<file path="config.mk">
export PLATFORM = sky130hd
export DESIGN_NAME = pll_lock_sequencer
export DESIGN_NICKNAME = d
export VERILOG_FILES = /design/src/rtl/pll_lock_sequencer.sv
export SDC_FILE = /design/constraint.sdc
export NUM_CORES = 1
export LEC_CHECK = 0
export ABC_AREA = 1
export CORE_MARGIN = 5
export CORE_UTILIZATION = 43
export CTS_CLUSTER_DIAMETER = 200
export DETAILED_ROUTE_END_ITERATION = 6
export PLACE_DENSITY = 0.62
export SETUP_SLACK_MARGIN = 0.02
export SLEW_MARGIN = 10
export SYNTH_ARGS = -nofsm -noshare
export SYNTH_HDL_FRONTEND = slang
export SYNTH_SLANG_ARGS = --single-unit
</file>
<file path="constraint.sdc">
create_clock -name clkin1 -period 4.6 [get_ports clkin1]
set_input_delay 0.92 -clock clkin1 [delete_from_list [all_inputs] [get_ports clkin1]]
set_output_delay 0.92 -clock clkin1 [all_outputs]
set_load 0.02 [all_outputs]
</file>
<file path="src/rtl/pll_lock_sequencer.sv">
// PLL bring-up sequencer: PLL reset hold, synchronised lock qualification with timeout/retry,
// staggered clock-gate enable, and teardown/relock on lock loss or request.

module pll_gate_stage #(
  parameter int IDX   = 0,
  parameter int DELAY = 1,
  parameter int TW    = 8
) (
  input  logic          clk,
  input  logic          rst,
  input  logic          gate_on,
  input  logic          run,
  input  logic [TW-1:0] timer,
  output logic          en
);
  localparam logic [TW:0] AT = (TW+1)'(DELAY*IDX);

  logic en_nxt;

  // timer+1 > AT is timer >= AT without a constant compare when AT is zero
  assign en_nxt = run | (gate_on & (({1'b0, timer} + 1'b1) > AT));

  always_ff @(posedge clk or posedge rst)
    if (rst) en <= 1'b0;
    else     en <= en_nxt;
endmodule

module pll_lock_sequencer #(
  parameter int RST_HOLD_CYCLES     = 64,
  parameter int LOCK_STABLE_CYCLES  = 1024,
  parameter int LOCK_TIMEOUT_CYCLES = 65536,
  parameter int GATE_DELAY_CYCLES   = 16,
  parameter int NUM_GATES           = 5,
  parameter int MAX_RETRIES         = 3
) (
  input  logic                 clkin1,
  input  logic                 pll_rst,
  input  logic                 pll_lock,
  input  logic                 relock_req,
  output logic                 pll_core_rst,
  output logic [NUM_GATES-1:0] gate_en,
  output logic                 ready,
  output logic                 fail,
  output logic [3:0]           retry_cnt,
  output logic [7:0]           relock_cnt
);
  localparam int GATE_SPAN = GATE_DELAY_CYCLES*(NUM_GATES-1);
  localparam int M0 = (RST_HOLD_CYCLES > LOCK_STABLE_CYCLES) ? RST_HOLD_CYCLES : LOCK_STABLE_CYCLES;
  localparam int M1 = (M0 > LOCK_TIMEOUT_CYCLES) ? M0 : LOCK_TIMEOUT_CYCLES;
  localparam int M2 = (M1 > GATE_SPAN+1) ? M1 : GATE_SPAN+1;
  localparam int TW = $clog2(M2) + 1;

  localparam logic [TW-1:0] HOLD_LAST    = TW'(RST_HOLD_CYCLES-1);
  localparam logic [TW-1:0] TIMEOUT_LAST = TW'(LOCK_TIMEOUT_CYCLES-1);
  localparam logic [TW-1:0] STABLE_LAST  = TW'(LOCK_STABLE_CYCLES-1);
  localparam logic [TW-1:0] GATE_LAST    = TW'(GATE_SPAN);
  localparam logic [3:0]    RETRY_MAX    = 4'(MAX_RETRIES);

  typedef enum logic [2:0] {
    S_RESET, S_WAIT_LOCK, S_STABLE, S_GATE_ON, S_RUN, S_FAIL
  } state_t;

  state_t        state, state_nxt;
  logic [TW-1:0] timer, timer_nxt;
  logic [3:0]    retry_nxt;
  logic [7:0]    relock_nxt;
  logic [1:0]    lock_pipe;
  logic          lock_s;
  logic          core_rst_nxt, ready_nxt, fail_nxt;

  always_ff @(posedge clkin1 or posedge pll_rst)
    if (pll_rst) lock_pipe <= 2'b00;
    else         lock_pipe <= {lock_pipe[0], pll_lock};

  assign lock_s = lock_pipe[1];

  always_ff @(posedge clkin1 or posedge pll_rst)
    if (pll_rst) begin
      state        <= S_RESET;
      timer        <= '0;
      retry_cnt    <= 4'd0;
      relock_cnt   <= 8'd0;
      pll_core_rst <= 1'b1;
      ready        <= 1'b0;
      fail         <= 1'b0;
    end else begin
      state        <= state_nxt;
      timer        <= timer_nxt;
      retry_cnt    <= retry_nxt;
      relock_cnt   <= relock_nxt;
      pll_core_rst <= core_rst_nxt;
      ready        <= ready_nxt;
      fail         <= fail_nxt;
    end

  always_comb begin
    state_nxt  = state;
    timer_nxt  = timer;
    retry_nxt  = retry_cnt;
    relock_nxt = relock_cnt;
    if (relock_req) begin
      // request outranks a coincident lock loss, so it is never counted as a relock
      state_nxt = S_RESET;
      timer_nxt = '0;
      retry_nxt = 4'd0;
    end else begin
      case (state)
        S_RESET:
          if (timer == HOLD_LAST) begin
            state_nxt = S_WAIT_LOCK;
            timer_nxt = '0;
          end else timer_nxt = timer + 1'b1;
        S_WAIT_LOCK:
          if (lock_s) begin
            state_nxt = S_STABLE;
            timer_nxt = '0;
          end else if (timer == TIMEOUT_LAST) begin
            timer_nxt = '0;
            if (retry_cnt < RETRY_MAX) begin
              retry_nxt = retry_cnt + 4'd1;
              state_nxt = S_RESET;
            end else state_nxt = S_FAIL;
          end else timer_nxt = timer + 1'b1;
        S_STABLE:
          if (!lock_s) begin
            state_nxt = S_WAIT_LOCK;
            timer_nxt = '0;
          end else if (timer == STABLE_LAST) begin
            state_nxt = S_GATE_ON;
            timer_nxt = '0;
          end else timer_nxt = timer + 1'b1;
        S_GATE_ON, S_RUN:
          if (!lock_s) begin
            state_nxt  = S_RESET;
            timer_nxt  = '0;
            relock_nxt = (relock_cnt == 8'hFF) ? relock_cnt : relock_cnt + 8'd1;
          end else if (state == S_GATE_ON) begin
            if (timer == GATE_LAST) begin
              state_nxt = S_RUN;
              timer_nxt = '0;
              retry_nxt = 4'd0;
            end else timer_nxt = timer + 1'b1;
          end
        default: ;
      endcase
    end
  end

  always_comb begin
    core_rst_nxt = (state_nxt == S_RESET) || (state_nxt == S_FAIL);
    ready_nxt    = (state_nxt == S_RUN);
    fail_nxt     = (state_nxt == S_FAIL);
  end

  for (genvar g = 0; g < NUM_GATES; g++) begin : g_gate
    pll_gate_stage #(.IDX(g), .DELAY(GATE_DELAY_CYCLES), .TW(TW)) u_stage (
      .clk     (clkin1),
      .rst     (pll_rst),
      .gate_on (state_nxt == S_GATE_ON),
      .run     (state_nxt == S_RUN),
      .timer   (timer_nxt),
      .en      (gate_en[g])
    );
  end
endmodule

</file>
==> run_results.csv <==
group,metric,value,unit
run_status,status,"finished, final reports clean",
global_routing,grt_pass1_wl,19690,um
critical_path,arrival,3.96,ns
global_routing,grt_max_degree,43,
sta,fmax,0.2654,GHz
clocking,clockBufferDepth,2,
die,io_pins,24,
critical_path,crit_end,"g_gate[3].u_stage.en$_DFF_PP0_",
logic_synthesis,ys_warn_count,0,
power_and_ir_drop,power.density,168.9,nW/um^2
logic_synthesis,synth_common_cells,"nand2_1 (186), nor2_1 (88), nand3_1 (83)",
min_path,hold_class,"register to register",
die,die_h,107.1,um
sta,fin_tns_setup,0,ns
critical_path,r2r-start,"timer[1]$_DFF_PP0_",
global_routing,grt.total_usage,0.2125,
drt,vias_per_cell,5.297,
run,maxCapViolCount,0,
logic_synthesis,yosys.area.top_type,"dfrtp_1",
logic_synthesis,synth_top_flop_cell,"dfrtp_1",
drt,ant_nets,0,
critical_path,crit_path_top_delay_cell,"dfrtp_1",
sta,final_period_minus_worst_setup_slack,3.768,ns
final_layout,layout-drive-gt1-share,0.1163,
logic_synthesis,yosysMostFrequentCell,"nand2_1",
global_routing,grt_pass1_vias,4013,
place,placed_cells,782,
critical_path,cp-end-kind,"register",
drt,drt_iter0_drc,210,
clocking,cts_root_buffer,"clkbuf_8",
sta,worst_pin_slew,0.8108,ns
clocking,ctsHoldBuffers,0,
clocking,h-tree-depth,2,
clocking,cts_tree,"yes",
drt,vias,4185,
final_layout,antennaDiodeCount,0,
logic_synthesis,synth_top_area_share,0.2531,
die,fp.coreArea,9196,sq um
logic_synthesis,synth_edf_count,0,
sta,setup_viol,0,
critical_path,r2r_setup_slack,0.83,ns
logic_synthesis,ys_seq_area_frac,0.2596,
clocking,cts.sinks,42,
critical_path,r2r_cells,26,
sta,rsz0062_at_grt,"false",
drt,drt-total-wl,11730,um
place,gp_congestion,0.9321,
clocking,cts_made_buffers,5,
die,die_w,107.1,um
die,die-area,11470,sq um
drt,drc,0,
critical_path,worstPathMaxFanout,6,
global_routing,antenna_found_initial,0,
power_and_ir_drop,leakagePower,2.268,nW
logic_synthesis,syn_inst,660,
final_layout,layout.nets,690,
drt,first_pass_iters,5,
logic_synthesis,ys_types,39,
critical_path,critPathRequiredTime,4.79,ns
sta,hold_viol,0,
place,hpwl,9411,um
place,numPortBuffers,23,
final_layout,area_growth,10.37,%
power_and_ir_drop,irDropWorstVdd,0.0001222,V
critical_path,r2r_end,"g_gate[3].u_stage.en$_DFF_PP0_",
final_layout,fillCellCount,980,
logic_synthesis,syn_area,4054,sq um
clocking,postCtsSetupRepairBufs,0,
clocking,path_clk_slew,0.09,ns
logic_synthesis,syn_avg_cell_area,6.142,sq um
die,start_util,0.4408,
sta,finalCritPeriodShare,0.8190,
critical_path,critPathLaunch,"timer[1]$_DFF_PP0_",
sta,relSlewSlack,0.4553,
sta,finClkSkew,0.009780,ns
logic_synthesis,syn_nets,672,
sta,slew_violations,0,
drt,routedWlPerCell,14.84,um
global_routing,gr-total-overflow,0,
critical_path,crit_type,"register to register",
logic_synthesis,synthArstFlopShare,1.000,
die,rows,35,
final_layout,stdcell_count,790,
logic_synthesis,netlist_top_cells_area,"dfrtp_1 (25%), nand2_1 (17%), nand3_1 (10%)",
critical_path,start_kind,"register",
clocking,clk_latency,0.30,ns
critical_path,slowest_delay,0.44,ns
clocking,post_cts_resized,0,
critical_path,crit_top_cell,"nand2_1",
logic_synthesis,ys_ff_latch,42,
-- through the flow --
stage | worst slack [ns] | hold WS [ns] | util | cell area, sq um | power, mW
global route | 0.4552 | 0.3727 | 0.4865 | 4474 | 0.7914
global placement | 0.6876 | 0.3355 | 0.4743 | 4362 | 0.4587
finish | 0.8325 | 0.3543 | 0.4865 | 4474 | 0.7558
detailed placement | 0.6518 | 0.3365 | 0.4743 | 4362 | 0.4590
floorplan | 1.356 | 0.3312 | - | 4054 | 0.4356
CTS | 0.8570 | 0.3563 | 0.4865 | 4474 | 0.7651
-- where the power goes --
group	total, mW	internal (mW)	switching [mW]
logic	0.0728	0.0232	0.0496
clock network	0.303	0.163	0.141
registers	0.380	0.374	0.00545
-- area by class of cell --
type,instances,area (sq um),share of cell area
multi-input combinational,511,2562,0.5727
sequential,42,1052,0.2352
inverter,90,340.3,0.07606
timing repair buffer,28,267.8,0.05984
tap,111,138.9,0.03104
clock buffer,5,68.82,0.01538
clock inverter,3,43.79,0.009787
-- state kept, by name (all words and copies together), names as in the netlist --
register	cells
timer	17
relock_cnt	8
g_gate.u_stage.en	5
retry_cnt	4
state	3
lock_pipe	2
fail	1
pll_core_rst	1
ready	1
-- worst max-delay path: cells and delay by family, from the launching register on --
family,cells,cell delay [ns]
AO/OA/AOI/OAI,1,0.27
buffers and inverters,2,0.23
flip-flops,1,0.44
AND/OR/NAND/NOR,20,1.95
adder cells (fa/ha/maj),3,0.75
-- kinds of logic (layout without fill, tap and decap cells) --
family                   after synthesis  after routing  synth area share
AO/OA/AOI/OAI                         50             50           0.07099
XOR/XNOR                               8              8           0.01728
adder cells (fa/ha/maj)                8              8           0.02469
buffers and inverters                107            126            0.1083
flip-flops                            42             42            0.2596
AND/OR/NAND/NOR                      445            445            0.5191
-- worst min-delay path by stage --
| stage | startpoint | end | slack, ns | cells past startpoint |
|---|---|---|---|---|
| global placement | lock_pipe[0]$_DFF_PP0_ | lock_pipe[1]$_DFF_PP0_ | 0.34 | 0 |
| global route | lock_pipe[0]$_DFF_PP0_ | lock_pipe[1]$_DFF_PP0_ | 0.37 | 0 |
| finish | lock_pipe[0]$_DFF_PP0_ | lock_pipe[1]$_DFF_PP0_ | 0.35 | 0 |
| floorplan | lock_pipe[0]$_DFF_PP0_ | lock_pipe[1]$_DFF_PP0_ | 0.33 | 0 |
| CTS | lock_pipe[0]$_DFF_PP0_ | lock_pipe[1]$_DFF_PP0_ | 0.36 | 0 |
| detailed placement | lock_pipe[0]$_DFF_PP0_ | lock_pipe[1]$_DFF_PP0_ | 0.34 | 0 |
-- placed cells by master (no fill, tap or decap), types with 2 or more instances in the layout --
cell type,synthesis,routed
nand3_1,83,83
nor2_4,8,8
clkdlybuf4s50_1,0,23
dfrtp_1,41,41
nand2_1,186,186
nand4_1,16,16
nor3_4,2,2
inv_1,81,81
xor2_1,6,6
nor2_1,88,88
clkbuf_8,0,5
nand2_4,5,5
nor2_2,12,12
nand3b_1,3,3
o21ai_0,24,24
a21oi_1,15,15
nand2_2,17,17
nor3_1,14,14
a21oi_2,3,3
xnor2_1,2,2
buf_4,7,5
ha_1,8,8
o2111ai_1,2,2
nand3_2,6,6
inv_2,8,8
-- routing by layer --
| metal | share of wire | wire, um | GRT usage | up-vias |
|---|---|---|---|---|
| met5 | 0 | 0 | 0 | - |
| met4 | 0.025 | 293 | 0.06758 | 0 |
| met3 | 0.054 | 635 | 0.02950 | 22 |
| met2 | 0.45 | 5315 | 0.3517 | 128 |
| met1 | 0.47 | 5482 | 0.2854 | 1897 |
| li1 | - | - | - | 2138 |
Note: power is estimated with default switching activity, not from simulation.
